==> src/rtl/regfile_bist_pkg.sv <==
// Shared types and pattern generator for the register-file BIST engine.
// Patterns are built at 64 bits and truncated by the user, so XLEN <= 64.
package regfile_bist_pkg;

  typedef enum logic [2:0] {IDLE, WRITE, READ, DRAIN, FLUSH, DONE} state_t;

  localparam logic [1:0] PAT_ADDR  = 2'd0;
  localparam logic [1:0] PAT_NADDR = 2'd1;
  localparam logic [1:0] PAT_CHK   = 2'd2;
  localparam logic [1:0] PAT_ONES  = 2'd3;

  localparam int PAT_MAX_W = 64;

  function automatic logic [PAT_MAX_W-1:0] pat(input logic [1:0] sel,
                                               input logic [PAT_MAX_W-1:0] addr);
    case (sel)
      PAT_ADDR:  pat = addr;
      PAT_NADDR: pat = ~addr;
      PAT_CHK:   pat = addr[0] ? {32{2'b10}} : {32{2'b01}};
      default:   pat = '1;
    endcase
  endfunction

endpackage

==> src/rtl/regfile_bist_chk.sv <==
// Read-data checker: RD_LAT-deep expected/address delay line, comparator,
// saturating error counter and first-failure capture.
module regfile_bist_chk #(
  parameter int XLEN   = 32,
  parameter int ADDR_W = 5,
  parameter int RD_LAT = 0,
  parameter int ERR_W  = 8
) (
  input  logic              clk,
  input  logic              resetb,
  input  logic              clear,
  input  logic              vld,
  input  logic [XLEN-1:0]   e1,
  input  logic [XLEN-1:0]   e2,
  input  logic [ADDR_W-1:0] a1,
  input  logic [ADDR_W-1:0] a2,
  input  logic [XLEN-1:0]   r1,
  input  logic [XLEN-1:0]   r2,
  output logic [ERR_W-1:0]  err_count,
  output logic [ADDR_W-1:0] fail_addr,
  output logic              fail_port
);

  function automatic logic [ERR_W-1:0] sat_add(input logic [ERR_W-1:0] c,
                                               input logic [1:0] n);
    logic [ERR_W+1:0] s;
    s = {2'b00, c} + {{ERR_W{1'b0}}, n};
    if (s > {2'b00, {ERR_W{1'b1}}}) sat_add = '1;
    else sat_add = s[ERR_W-1:0];
  endfunction

  logic              vld_t;
  logic [XLEN-1:0]   e1_t, e2_t;
  logic [ADDR_W-1:0] a1_t, a2_t;

  generate
    if (RD_LAT == 0) begin : g_comb
      assign vld_t = vld;
      assign e1_t  = e1;
      assign e2_t  = e2;
      assign a1_t  = a1;
      assign a2_t  = a2;
    end else begin : g_dly
      logic [RD_LAT-1:0]             vld_p;
      logic [RD_LAT-1:0][XLEN-1:0]   e1_p, e2_p;
      logic [RD_LAT-1:0][ADDR_W-1:0] a1_p, a2_p;

      // stage boundary: expected values travel with the regfile read latency
      always_ff @(posedge clk) begin
        if (!resetb) vld_p <= '0;
        else begin
          vld_p[0] <= vld;
          for (int k = 1; k < RD_LAT; k++) vld_p[k] <= vld_p[k-1];
        end
      end

      always_ff @(posedge clk) begin
        e1_p[0] <= e1;
        e2_p[0] <= e2;
        a1_p[0] <= a1;
        a2_p[0] <= a2;
        for (int k = 1; k < RD_LAT; k++) begin
          e1_p[k] <= e1_p[k-1];
          e2_p[k] <= e2_p[k-1];
          a1_p[k] <= a1_p[k-1];
          a2_p[k] <= a2_p[k-1];
        end
      end

      assign vld_t = vld_p[RD_LAT-1];
      assign e1_t  = e1_p[RD_LAT-1];
      assign e2_t  = e2_p[RD_LAT-1];
      assign a1_t  = a1_p[RD_LAT-1];
      assign a2_t  = a2_p[RD_LAT-1];
    end
  endgenerate

  logic mis1, mis2, captured;

  assign mis1 = vld_t && (r1 != e1_t);
  assign mis2 = vld_t && (r2 != e2_t);

  // stage boundary: compare results registered
  always_ff @(posedge clk) begin
    if (!resetb || clear) begin
      err_count <= '0;
      fail_addr <= '0;
      fail_port <= 1'b0;
      captured  <= 1'b0;
    end else begin
      err_count <= sat_add(err_count, {1'b0, mis1} + {1'b0, mis2});
      if (!captured && (mis1 || mis2)) begin
        captured  <= 1'b1;
        fail_addr <= mis1 ? a1_t : a2_t;
        fail_port <= !mis1;
      end
    end
  end

endmodule

==> src/rtl/regfile_bist.sv <==
// Register-file BIST controller: write sweep, dual-port read-back, pass/fail.
// Define REGFILE_BIST_R0_ZERO_EN to expect address 0 to read as hardwired zero.
module regfile_bist
  import regfile_bist_pkg::*;
#(
  parameter int XLEN   = 32,
  parameter int ADDR_W = 5,
  parameter int DEPTH  = 32,
  parameter int RD_LAT = 0,
  parameter int ERR_W  = 8
) (
  input  logic              clk,
  input  logic              resetb,
  input  logic              start,
  input  logic [1:0]        pattern,
  output logic              busy,
  output logic              done,
  output logic              pass,
  output logic [ERR_W-1:0]  err_count,
  output logic [ADDR_W-1:0] fail_addr,
  output logic              fail_port,
  output logic              rf_we,
  output logic [ADDR_W-1:0] rf_ad,
  output logic [XLEN-1:0]   rf_wd,
  output logic [ADDR_W-1:0] rf_a1,
  output logic [ADDR_W-1:0] rf_a2,
  input  logic [XLEN-1:0]   rf_r1,
  input  logic [XLEN-1:0]   rf_r2
);

  // One extra index bit so DEPTH == 2**ADDR_W terminates without wrapping.
  localparam int IDX_W = ADDR_W + 1;

  function automatic logic [XLEN-1:0] exp_val(input logic [1:0] sel,
                                              input logic [IDX_W-1:0] a);
    logic [XLEN-1:0] full;
    full = XLEN'(pat(sel, PAT_MAX_W'(a)));
`ifdef REGFILE_BIST_R0_ZERO_EN
    exp_val = (a == '0) ? '0 : full;
`else
    exp_val = full;
`endif
  endfunction

  state_t           state, state_n;
  logic [IDX_W-1:0] idx, idx_n, ridx;
  logic [1:0]       pat_sel, pat_n;
  logic             accept, chk_vld;
  logic [XLEN-1:0]  e1, e2;

  assign accept = start && (state == IDLE || state == DONE);
  assign ridx   = IDX_W'(DEPTH - 1) - idx;

  always_ff @(posedge clk) begin
    if (!resetb) begin
      state   <= IDLE;
      idx     <= '0;
      pat_sel <= PAT_ADDR;
    end else begin
      state   <= state_n;
      idx     <= idx_n;
      pat_sel <= pat_n;
    end
  end

  always_comb begin
    state_n = state;
    idx_n   = idx;
    pat_n   = pat_sel;
    busy    = 1'b0;
    done    = 1'b0;
    rf_we   = 1'b0;
    rf_ad   = '0;
    rf_wd   = '0;
    rf_a1   = '0;
    rf_a2   = '0;
    chk_vld = 1'b0;
    e1      = '0;
    e2      = '0;
    case (state)
      IDLE, DONE: begin
        done = (state == DONE);
        if (start) begin
          state_n = WRITE;
          idx_n   = '0;
          pat_n   = pattern;
        end
      end
      WRITE: begin
        busy  = 1'b1;
        rf_we = 1'b1;
        rf_ad = idx[ADDR_W-1:0];
        rf_wd = XLEN'(pat(pat_sel, PAT_MAX_W'(idx)));
        if (idx == IDX_W'(DEPTH - 1)) begin
          state_n = READ;
          idx_n   = '0;
        end else idx_n = idx + 1'b1;
      end
      READ: begin
        busy    = 1'b1;
        chk_vld = 1'b1;
        rf_a1   = idx[ADDR_W-1:0];
        rf_a2   = ridx[ADDR_W-1:0];
        e1      = exp_val(pat_sel, idx);
        e2      = exp_val(pat_sel, ridx);
        if (idx == IDX_W'(DEPTH - 1)) begin
          state_n = (RD_LAT == 0) ? FLUSH : DRAIN;
          idx_n   = '0;
        end else idx_n = idx + 1'b1;
      end
      DRAIN: begin
        busy = 1'b1;
        if (idx == IDX_W'(RD_LAT - 1)) begin
          state_n = FLUSH;
          idx_n   = '0;
        end else idx_n = idx + 1'b1;
      end
      FLUSH: begin
        busy    = 1'b1;
        state_n = DONE;
      end
      default: state_n = IDLE;
    endcase
  end

  assign pass = done && (err_count == '0);

  regfile_bist_chk #(
    .XLEN  (XLEN),
    .ADDR_W(ADDR_W),
    .RD_LAT(RD_LAT),
    .ERR_W (ERR_W)
  ) u_chk (
    .clk      (clk),
    .resetb   (resetb),
    .clear    (accept),
    .vld      (chk_vld),
    .e1       (e1),
    .e2       (e2),
    .a1       (rf_a1),
    .a2       (rf_a2),
    .r1       (rf_r1),
    .r2       (rf_r2),
    .err_count(err_count),
    .fail_addr(fail_addr),
    .fail_port(fail_port)
  );

endmodule

==> config.mk <==
export PLATFORM = sky130hd
export DESIGN_NAME = regfile_bist
export DESIGN_NICKNAME = d
export VERILOG_FILES = /design/src/rtl/regfile_bist_pkg.sv /design/src/rtl/regfile_bist_chk.sv /design/src/rtl/regfile_bist.sv
export SDC_FILE = /design/constraint.sdc
export NUM_CORES = 1
export LEC_CHECK = 0
export BUFFER_PORTS_ARGS = -buffer_cell sky130_fd_sc_hd__clkbuf_2
export CORE_AREA = 4 4 78 80
export CTS_CLUSTER_SIZE = 14
export DETAILED_ROUTE_END_ITERATION = 8
export DIE_AREA = 0 0 82 84
export GPL_TIMING_DRIVEN = 0
export HOLD_SLACK_MARGIN = 0.03
export PLACE_DENSITY_LB_ADDON = 0.08
export REMOVE_ABC_BUFFERS = 1
export SLEW_MARGIN = 10
export SYNTH_ARGS = -nofsm -noshare
export SYNTH_HDL_FRONTEND = slang
export SYNTH_SLANG_ARGS = --single-unit
==> constraint.sdc <==
create_clock -name clk -period 7.4 [get_ports clk]
set_input_delay 1.48 -clock clk [delete_from_list [all_inputs] [get_ports clk]]
set_output_delay 1.48 -clock clk [all_outputs]
set_load 0.02 [all_outputs]
# Yosys cells after proc, flatten, opt, wreduce, memory -nomap -nowiden

Cells that the tools add are included.

Bits in registers: 26
Input bits: 69
Output and inout port bits: 65

$add $sub $neg: 4
Magnitude comparators: 1
Eq/ne operators: 15
Bitwise operators: 2
Mux-type cells: 25
Reductions and logical operators: 21

Operators by type and width:

| cell                                                                              | number |
|---|---|
| 32-bit one-hot mux with 3 select lines                                            | 2 |
| 32-bit two-way mux                                                                | 5 |
| 32-bit inequality test                                                            | 2 |
| 6-bit NOT with 32-bit output                                                      | 2 |
| 5-bit two-way mux                                                                 | 4 |
| 6-bit two-way mux                                                                 | 3 |
| 6-bit one-hot mux with 3 select lines                                             | 1 |
| 3-bit one-hot mux with 5 select lines                                             | 1 |
| 3-bit two-way mux                                                                 | 4 |
| 10-bit by 8-bit greater-than comparator with 1-bit output (second input constant) | 1 |
| 8-bit by 2-bit adder with 9-bit output                                            | 1 |
| 8-bit zero test                                                                   | 1 |
| 8-bit two-way mux                                                                 | 1 |
| 2-bit inequality test (second input constant)                                     | 4 |
| 6-bit by 1-bit adder with 6-bit output (second input constant)                    | 1 |
| 3-bit by 2-bit equality test with 1-bit output (second input constant)            | 2 |
| 3-bit equality test (second input constant)                                       | 2 |
| 6-bit by 5-bit equality test with 1-bit output (second input constant)            | 1 |
| 6-bit equality test (second input constant)                                       | 1 |
| 5-bit by 6-bit subtractor with 6-bit output (first input constant)                | 1 |
| 1-bit logical AND                                                                 | 5 |
| 1-bit two-way mux                                                                 | 4 |
| 2-bit AND reduction                                                               | 2 |
| 4-bit AND reduction                                                               | 1 |
| 11 further kinds                                                                  | 16 |

# Logic depth before layout (Yosys ltp)

Gate-level depths: netlist of run 1.

Word-level depth: 10
Mapped depth: 16
Depth with buffers taken out: 13

# Cells and area by module

From an unflattened synthesis of run 1, not the netlist that was laid out.

Cells, all modules: 359
Area, all modules: 2693.8 sq um

Modules (own cells, without submodules):

| module           | instances | area an instance (sq um) | cells an instance |
|---|---|---|---|
| regfile_bist_chk | 1         | 1390.1                   | 157 |
| regfile_bist     | 1         | 1303.8                   | 202 |

# Least setup slack after synthesis of run 1

OpenSTA, ideal clock, no wires.

Path type: input port to flip-flop
Start: input rf_r1[4]
End: register u_chk.err_count[6]
Required time: 7.261 ns
Setup slack: 3.670 ns
Buffers on the path: 1
Arrival: 3.591 ns
Cell stages on the path: 14
Path through: nor2b_1 > o21ai_0 > a31oi_1 > o32ai_1 > and4bb_1 > buf_4 > nand2b_1 > fa_1 > inv_1 > ha_1 > and3_1 > nand3_1 > mux2i_1 > nor2_1

Cells in the longest elaborated chain, start to end: 6

Ends and longest elaborated chain:

| item                                                      | RTL line               | text |
|---|---|---|
| start, declared                                           | regfile_bist.sv:27     | `input logic [XLEN-1:0] rf_r1,` |
| 32-bit inequality test *                                  | regfile_bist_chk.sv:80 | `assign mis1 = vld_t && (r1 != e1_t);` |
| 1-bit logical AND *                                       | regfile_bist_chk.sv:80 |  |
| 1-bit by 1-bit adder with 2-bit output *                  | regfile_bist_chk.sv:91 | `err_count <= sat_add(err_count, {1'b0, mis1} + {1'b0, mis2});` |
| 8-bit by 2-bit adder with 9-bit output *                  | regfile_bist_chk.sv:27 | `s = {2'b00, c} + {{ERR_W{1'b0}}, n};` |
| 10-bit by 8-bit greater-than comparator with 1-bit output | regfile_bist_chk.sv:28 | `if (s > {2'b00, {ERR_W{1'b1}}}) sat_add = '1;` |
| 8-bit two-way mux *                                       | regfile_bist_chk.sv:28 |  |
| end signal, assigned                                      | regfile_bist_chk.sv:91 |  |
| end, declared                                             | regfile_bist_chk.sv:19 | `output logic [ERR_W-1:0] err_count,` |

Every way passes the cells marked *; elsewhere a longest branch is shown, timed or not.
A chain may end at the register's enable or synchronous reset.

# Worst setup path in the final report of run 1

Ends and elaborated chain as after synthesis.

==> impl_metrics.json, run 1 <==
{
  "grt-ovfl-total": 0,
  "grt_usage": 0.218,
  "power_uw": 441,
  "coreArea_um2": 5410,
  "max_freq_mhz": 254,
  "p_per_area_nw_per_um2": 141,
  "path_max_fanout": 8,
  "syn_area_per_cell_um2": 7.39,
  "ctsResizeCount": 0,
  "slew_violations": 0,
  "vias_per_cell": 5.45,
  "synth_warnings": 0,
  "p_leak_nw": 1.40,
  "synth.top_cell.area_share": 0.199,
  "setup_viol": 0,
  "timing.slew.headroom": 0.412,
  "seq_area_frac_synth": 0.199,
  "syn-instance-count": 354,
  "clk_pin_slew_ps": 100,
  "cp.arrival_ps": 4090,
  "cap_violations": 0,
  "dp_slack_ps": 3200,
  "cts_setup_buffers": 0,
  "status": "complete, no violations",
  "yosys.area.top_type": "dfxtp_1",
  "fin_crit_sh": 0.532,
  "min_period_ps": 3940,
  "die_x_um": 82,
  "rsz0062_at_grt": "false",
  "yosys.cell_types.count": 62,
  "ys_top_cells_by_area": "dfxtp_1, buf_4, nor2_1",
  "hold_class": "flop to flop",
  "tns_ps": 0,
  "cts-root-buf": "clkbuf_8",
  "start_util": 0.484,
  "wl_per_cell_um": 14.6,
  "cp_cell_sequence": "clkbuf_2 > o22ai_1 > a32oi_1 > nand2_1 > o32ai_1 > and4bb_1 > nand2b_1 > fa_1 > inv_1 > ha_1 > and3_1 > nand3_1 > mux2i_1 > nor2_1",
  "grt_pass1_vias": 2553,
  "grt_pass1_wl_um": 12300,
  "path_class": "input port to flop",
  "antenna_cells": 0,
  "hold_viol": 0,
  "cts_tree": "done",
  "mostFrequentLayoutCells": "clkbuf_2, nor2_1, nand2_1, dfxtp_1, a21oi_1",
  "num_vias": 2831,
  "antenna_found_initial": 0,
  "drt-pass1-iter-count": 4,
  "cts.sinks": 26,
  "peakVddDrop_mv": 0.128,
  "critPathLaunchType": "input port",
  "die-area_um2": 6890,
  "async_flop_share": 0,
  "placementRows": 27,
  "num-nets-final": 520,
  "ys.flop_type": "dfxtp_1",
  "antenna_left": 0,
  "dp_hpwl_um": 5980,
  "critical_path.slowest_cell": "and4bb_1",
  "cts_hold_buffers": 0,
  "end_kind": "flop",
  "final_core_util": 0.577,
  "wirelength_um": 7600,
  "die_h_um": 84,
  "h-tree-depth": 1,
  "layout-drive-gt1-share": 0.333,
  "portBuffers": 133,
  "worst_slack_ps": 3460,
  "grt_max_degree": 26,
  "tightest_slew_ps": 881,
  "first_iter_violations": 110,
  "syn_to_final_growth_pct": 19.3,
  "layout_commonest_cell": "clkbuf_2",
  "synth_edf_count": 0,
  "num_io_pins": 134,
  "gp_congestion": 0.799,
  "ys_ff_latch": 26,
  "cts_buffers": 3,
  "clock_latency_ps": 280,
  "drcViolationCount": 0,
  "netlist_area_um2": 2620,
  "clk_path_buf_depth": 2,
  "crit_required_ps": 7550,
  "fin_skew_ps": 6.97,
  "max_stage_delay_ps": 500
}
## per-layer routing
layer | track usage | wire length, um
met1 | 0.305 | 3420
met2 | 0.351 | 3560
met3 | 0.0464 | 552
met4 | 0.0257 | 62
met5 | 0 | 0
## registers in the layout, indices dropped and copies added, names as in the netlist
signal           cells
u_chk.err_count      8
idx                  6
u_chk.fail_addr      5
state                3
pat_sel              2
u_chk.captured       1
u_chk.fail_port      1
## cell type report
cell class,count,area [um^2]
multi-input cells,275,1740
well taps,72,90.1
repair buffers,133,666
flip-flops and latches,26,520
clock buffers,3,41.3
fillers,560,2280
clock inverters,1,30.0
inverters,9,33.8
## kinds of logic after synthesis
kind of cell | count (synthesis) | share of synthesized area
compound gates | 74 | 0.189
flops | 26 | 0.199
buf+inv | 53 | 0.136
fa+ha+maj | 4 | 0.0210
mux | 5 | 0.0196
xor+xnor | 23 | 0.0770
simple gates | 169 | 0.358
## per-stage QoR
step	instances	hold slack (ps)	cell area [um^2]
2_1_floorplan	310	526	2290
3_3_place_gp	515	457	3050
3_5_place_dp	515	460	3050
4_1_cts	519	476	3120
5_1_grt	519	497	3120
6_report	519	473	3120
## cell usage after synthesis, drive strengths merged (3+ instances only)
master and instances:
nand4 11, a21boi 5, nor2b 9, nor2 33, clkbuf 7, and2 16, nand2 26, dfxtp 26
nor4 15, nand2b 9, a221o 3, and3 8, nor3b 3, a21oi 18, o22ai 9, o211ai 6
nor3 10, xor2 10, or3 3, o21ai 16, inv 9, nand3 14, mux2i 4, nand3b 3
xnor2 13, buf 37
## final timing paths
path,startpoint,to,slack (ps),depth (start not counted)
worst max-delay path,rf_r1[4],u_chk.err_count[6]$_SDFF_PP0_,3460,14
worst max register to register,pat_sel[0]$_SDFFE_PN0P_,u_chk.err_count[1]$_SDFF_PP0_,3490,12
worst min register to register,u_chk.fail_addr[3]$_SDFFE_PP0P_,u_chk.fail_addr[3]$_SDFFE_PP0P_,470,2
worst min-delay path,u_chk.fail_addr[3]$_SDFFE_PP0P_,u_chk.fail_addr[3]$_SDFFE_PP0P_,470,2
## critical path, delay by kind of cell
kind,cells,cell delay [ps]
adder cells (fa/ha/maj),2,390
AO/OA/AOI/OAI,3,630
AND/OR/NAND/NOR,6,1220
multiplexers,1,190
buffers and inverters,2,170
## power breakdown
part / total (mW) / switching [mW] / leakage [nW] / internal, mW
Sequential: 0.166 / 0.0202 / 0.210 / 0.146
Clock: 0.119 / 0.0470 / 0.0357 / 0.0724
Combinational: 0.156 / 0.0945 / 1.15 / 0.0618
Total: 0.441 / 0.162 / 1.40 / 0.280
(Power assumes the default switching activity.)
==> run 2, diff against run 1 <==
--- a/config.mk
+++ b/config.mk
@@ -6,10 +6,10 @@
 export NUM_CORES = 1
 export LEC_CHECK = 0
 export BUFFER_PORTS_ARGS = -buffer_cell sky130_fd_sc_hd__clkbuf_2
-export CORE_AREA = 4 4 78 80
+export CORE_AREA = 4 4 80 82
 export CTS_CLUSTER_SIZE = 14
 export DETAILED_ROUTE_END_ITERATION = 8
-export DIE_AREA = 0 0 82 84
+export DIE_AREA = 0 0 84 86
 export GPL_TIMING_DRIVEN = 0
 export HOLD_SLACK_MARGIN = 0.03
 export PLACE_DENSITY_LB_ADDON = 0.08
==> constraint.sdc (replaced) <==
create_clock -name clk -period 4 [get_ports clk]
set_input_delay 0.8 -clock clk [delete_from_list [all_inputs] [get_ports clk]]
set_output_delay 0.8 -clock clk [all_outputs]
set_load 0.02 [all_outputs]
==> impl_metrics.json, run 2 (synthesis results as in run 1) <==
{
  "status": "complete, no violations",
  "gp_congestion": 0.807,
  "first_iter_violations": 111,
  "setup_viol": 0,
  "fin_crit_sh": 0.911,
  "antenna_found_initial": 0,
  "clock_latency_ps": 270,
  "tns_ps": 0,
  "grt_usage": 0.202,
  "grt-ovfl-total": 0,
  "largest_reg_flops": 8,
  "coreArea_um2": 5750,
  "use_met1": 0.271,
  "cp_cell_sequence": "or3b_1 > a21boi_0 > or3_1 > o211ai_1 > and4bb_1 > nand2b_1 > fa_1 > inv_1 > ha_1 > and3_1 > nand3_1 > a21oi_1",
  "grt_pass1_vias": 2567,
  "cts-root-buf": "clkbuf_8",
  "dp_hpwl_um": 6020,
  "path_delay_family": "simple AND/OR/NAND/NOR gates",
  "max_freq_mhz": 274,
  "max_stage_delay_ps": 560,
  "slew_violations": 0,
  "p_per_area_nw_per_um2": 259,
  "mostFrequentLayoutCells": "clkbuf_2, nor2_1, nand2_1",
  "min_period_ps": 3650,
  "wirelength_um": 7630,
  "num_vias": 2820,
  "regMostFlops": "u_chk.err_count",
  "antenna_left": 0,
  "clk_path_buf_depth": 2,
  "cap_violations": 0,
  "portBuffers": 133,
  "die_x_um": 84,
  "num-nets-final": 523,
  "timing.slew.headroom": 0.465,
  "start_util": 0.455,
  "worst_slack_ps": 354,
  "final_core_util": 0.553,
  "dp_slack_ps": 79.4,
  "p_leak_nw": 1.42,
  "top_usage_layer": "met2",
  "vias_per_cell": 5.37,
  "tightest_slew_ps": 797,
  "grt_pass1_wl_um": 12400,
  "layout.cells.non_filler": 525,
  "end_kind": "flop",
  "die_h_um": 86,
  "h-tree-depth": 1,
  "cts_tree": "done",
  "cp.arrival_ps": 3770,
  "dp_cells": 518,
  "grtUsageMet3": 0.0403,
  "cts_hold_buffers": 0,
  "hold_viol": 0,
  "path_class": "flop to flop",
  "layout_commonest_cell": "clkbuf_2",
  "num_io_pins": 134,
  "wl_per_cell_um": 14.5,
  "critPathLaunchType": "flop",
  "fin_skew_ps": 7.34,
  "path_max_fanout": 23,
  "use_met2": 0.348,
  "stdcell_area_um2": 3180,
  "cts_buffers": 3,
  "antenna_cells": 0,
  "worstPathBufferInverterCount": 1,
  "peakVddDrop_mv": 0.186,
  "syn_to_final_growth_pct": 21.4,
  "rsz0062_at_grt": "false",
  "hold_class": "flop to flop",
  "drcViolationCount": 0,
  "place_area_um2": 3050,
  "clk_pin_slew_ps": 100,
  "reg_top3": "u_chk.err_count: 8 flops, idx: 6 flops, u_chk.fail_addr: 5 flops",
  "drt-pass1-iter-count": 4,
  "crit_required_ps": 4120,
  "critical_path.slowest_cell": "dfxtp_2",
  "cts.sinks": 26,
  "layout-drive-gt1-share": 0.344,
  "placementRows": 28,
  "grt_max_degree": 26,
  "die-area_um2": 7220
}
-- run 2: repair_timing --
action,CTS,global route
setup buffers,0,3
resized for setup,0,3
endpoints found under the setup margin,0,8
-- run 2: through the flow --
stage          hold WS, ps  total power [mW]
2_1_floorplan          526             0.485
3_3_place_gp           456             0.596
3_5_place_dp           465             0.600
4_1_cts                478             0.821
5_1_grt                507             0.876
6_report               476             0.824
-- run 2: worst paths after layout --
path | depth (start not counted) | to | startpoint | slack [ps]
worst max-delay path | 12 | u_chk.err_count[1]$_SDFF_PP0_ | pat_sel[1]$_SDFFE_PN0P_ | 350
worst min-delay path | 2 | u_chk.fail_addr[1]$_SDFFE_PP0P_ | u_chk.fail_addr[1]$_SDFFE_PP0P_ | 480
worst max register to register | 12 | u_chk.err_count[1]$_SDFF_PP0_ | pat_sel[1]$_SDFFE_PN0P_ | 350
worst min register to register | 2 | u_chk.fail_addr[1]$_SDFFE_PP0P_ | u_chk.fail_addr[1]$_SDFFE_PP0P_ | 480
-- run 2: layer usage --
layer,up-vias,wire [um]
met5,-,0
met4,0,53
met3,6,609
met2,109,3620
met1,1258,3350
li1,1447,-
-- run 2: power breakdown --
| group | internal (mW) | total [mW] | switching, mW | leakage (nW) |
|---|---|---|---|---|
| combinational | 0.122 | 0.298 | 0.176 | 1.17 |
| sequential | 0.270 | 0.307 | 0.0369 | 0.212 |
| clock | 0.134 | 0.219 | 0.0851 | 0.0357 |
| total | 0.526 | 0.824 | 0.298 | 1.42 |
-- run 2: final cells by class --
| class | instances | area [um^2] |
|---|---|---|
| clock inverters | 1 | 30.0 |
| repair buffers | 136 | 713 |
| inverters | 9 | 33.8 |
| multi-input cells | 275 | 1740 |
| clock buffers | 3 | 41.3 |
| flip-flops and latches | 26 | 524 |
| well taps | 75 | 93.8 |
| fillers | 576 | 2570 |
-- run 2: worst register-to-register path, stage by stage, from the launching register on --
cell      delay (ps)
dfxtp_2          560
or3b_1           440
a21boi_0         200
or3_1            380
o211ai_1         140
and4bb_1         500
nand2b_1         240
fa_1             190
inv_1             50
ha_1             200
and3_1           240
nand3_1          250
a21oi_1          120
==> run 3, diff against run 2 <==
--- a/config.mk
+++ b/config.mk
@@ -6,10 +6,10 @@
 export NUM_CORES = 1
 export LEC_CHECK = 0
 export BUFFER_PORTS_ARGS = -buffer_cell sky130_fd_sc_hd__clkbuf_2
-export CORE_AREA = 4 4 80 82
+export CORE_AREA = 8 8 84 86
 export CTS_CLUSTER_SIZE = 14
 export DETAILED_ROUTE_END_ITERATION = 8
-export DIE_AREA = 0 0 84 86
+export DIE_AREA = 0 0 92 94
 export GPL_TIMING_DRIVEN = 0
 export HOLD_SLACK_MARGIN = 0.03
 export PLACE_DENSITY_LB_ADDON = 0.08
==> impl_metrics.json, run 3 (synthesis results as in run 1) <==
{
  "status": "complete, no violations",
  "p_leak_nw": 1.42,
  "timing.slew.headroom": 0.432,
  "drcViolationCount": 0,
  "slew_violations": 0,
  "setup_viol": 0,
  "largest_reg_flops": 8,
  "antenna_found_initial": 0,
  "mostFrequentLayoutCells": "clkbuf_2, nor2_1, nand2_1",
  "placementRows": 28,
  "worst_slack_ps": 399,
  "hold_viol": 0,
  "critPathLaunchType": "flop",
  "path_class": "flop to flop",
  "cts.sinks": 26,
  "coreArea_um2": 5750,
  "clock_latency_ps": 270,
  "cts-root-buf": "clkbuf_8",
  "grt-ovfl-total": 0,
  "portBuffers": 133,
  "antenna_left": 0,
  "crit_required_ps": 4120,
  "num-nets-final": 523,
  "num_vias": 2810,
  "p_per_area_nw_per_um2": 259,
  "start_util": 0.455,
  "min_period_ps": 3600,
  "drt-pass1-iter-count": 4,
  "die-area_um2": 8650,
  "clk_path_buf_depth": 2,
  "cts_buffers": 3,
  "layout_commonest_cell": "clkbuf_2",
  "final_core_util": 0.551,
  "first_iter_violations": 76,
  "num_io_pins": 134,
  "layout-drive-gt1-share": 0.344,
  "antenna_cells": 0,
  "rsz0062_at_grt": "false",
  "die_x_um": 92,
  "cp.arrival_ps": 3720,
  "gp_congestion": 0.863,
  "hold_class": "flop to flop",
  "grt_pass1_vias": 2707,
  "syn_to_final_growth_pct": 20.9,
  "wl_per_cell_um": 15.3,
  "grt_max_degree": 26,
  "tightest_slew_ps": 846,
  "cts_tree": "done",
  "vias_per_cell": 5.35,
  "grt_pass1_wl_um": 13400,
  "clk_pin_slew_ps": 90,
  "peakVddDrop_mv": 0.179,
  "cap_violations": 0,
  "fin_crit_sh": 0.900,
  "dp_hpwl_um": 6520,
  "grt_usage": 0.181,
  "regMostFlops": "u_chk.err_count",
  "fin_skew_ps": 4.20,
  "max_freq_mhz": 278,
  "path_max_fanout": 14,
  "dp_slack_ps": 131,
  "end_kind": "flop",
  "die_h_um": 94,
  "wirelength_um": 8050,
  "reg_top3": "u_chk.err_count: 8 flops, idx: 6 flops, u_chk.fail_addr: 5 flops",
  "h-tree-depth": 1
}
-- run 3: cell counts in the layout (fill, tap and decap cells not counted) --
No cell type changed its count.
-- run 3: where the power goes --
| part | internal, mW | switching (mW) |
|---|---|---|
| sequential | 0.270 | 0.0378 |
| clock | 0.134 | 0.0835 |
| combinational | 0.120 | 0.175 |
-- run 3: area by class of cell --
cell class,count,area (um^2)
inverters,9,33.8
clock buffers,3,41.3
flip-flops and latches,26,524
fillers,609,2580
repair buffers,136,701
multi-input cells,275,1740
clock inverters,1,30.0
well taps,75,93.8
-- run 3: final timing paths --
kind / start / to / slack (ps) / cells after the start
hold / removal: u_chk.fail_addr[1]$_SDFFE_PP0P_ / u_chk.fail_addr[1]$_SDFFE_PP0P_ / 480 / 2
setup reg to reg: state[1]$_SDFFE_PN0P_ / u_chk.err_count[2]$_SDFF_PP0_ / 400 / 14
setup / recovery: state[1]$_SDFFE_PN0P_ / u_chk.err_count[2]$_SDFF_PP0_ / 400 / 14
hold reg to reg: u_chk.fail_addr[1]$_SDFFE_PP0P_ / u_chk.fail_addr[1]$_SDFFE_PP0P_ / 480 / 2
-- run 3: repair_timing --
| item | CTS | global route |
|---|---|---|
| buffers inserted | 0 | 3 |
| hold buffers | 0 | 0 |
| gates resized for setup | 0 | 3 |
| endpoints found under the hold margin | 0 | 0 |
| setup endpoints to repair | 0 | 8 |
-- run 3: per-stage QoR --
step                power, mW  hold slack [ps]  area [um^2]  TNS [ps]  std cells
floorplan               0.485              526         2290    -28970        310
global placement        0.597              457         3050         0        518
detailed placement      0.602              464         3050         0        518
CTS                     0.820              478         3120         0        522
global route            0.870              510         3160         0        525
finish                  0.820              478         3160         0        525
-- run 3: metal layers --
metal  vias up  GRT usage  routed length (um)
li1       1445          -                   -
met3         4     0.0416                 416
met5         -          0                   0
met2        68      0.308                3900
met4         0     0.0161                  38
met1      1293      0.235                3690
-- run 3: worst max-delay path, cell delays in order, from the launching register on --
cell and delay, ps:
dfxtp_1 580, nor3b_4 320, buf_12 160, buf_4 150, nand3b_1 70, or3_1 300
o211ai_1 130, and4bb_1 490, nand2b_1 240, fa_1 190, inv_1 50, ha_1 200
and3_1 240, nand3_1 230, a21oi_1 110
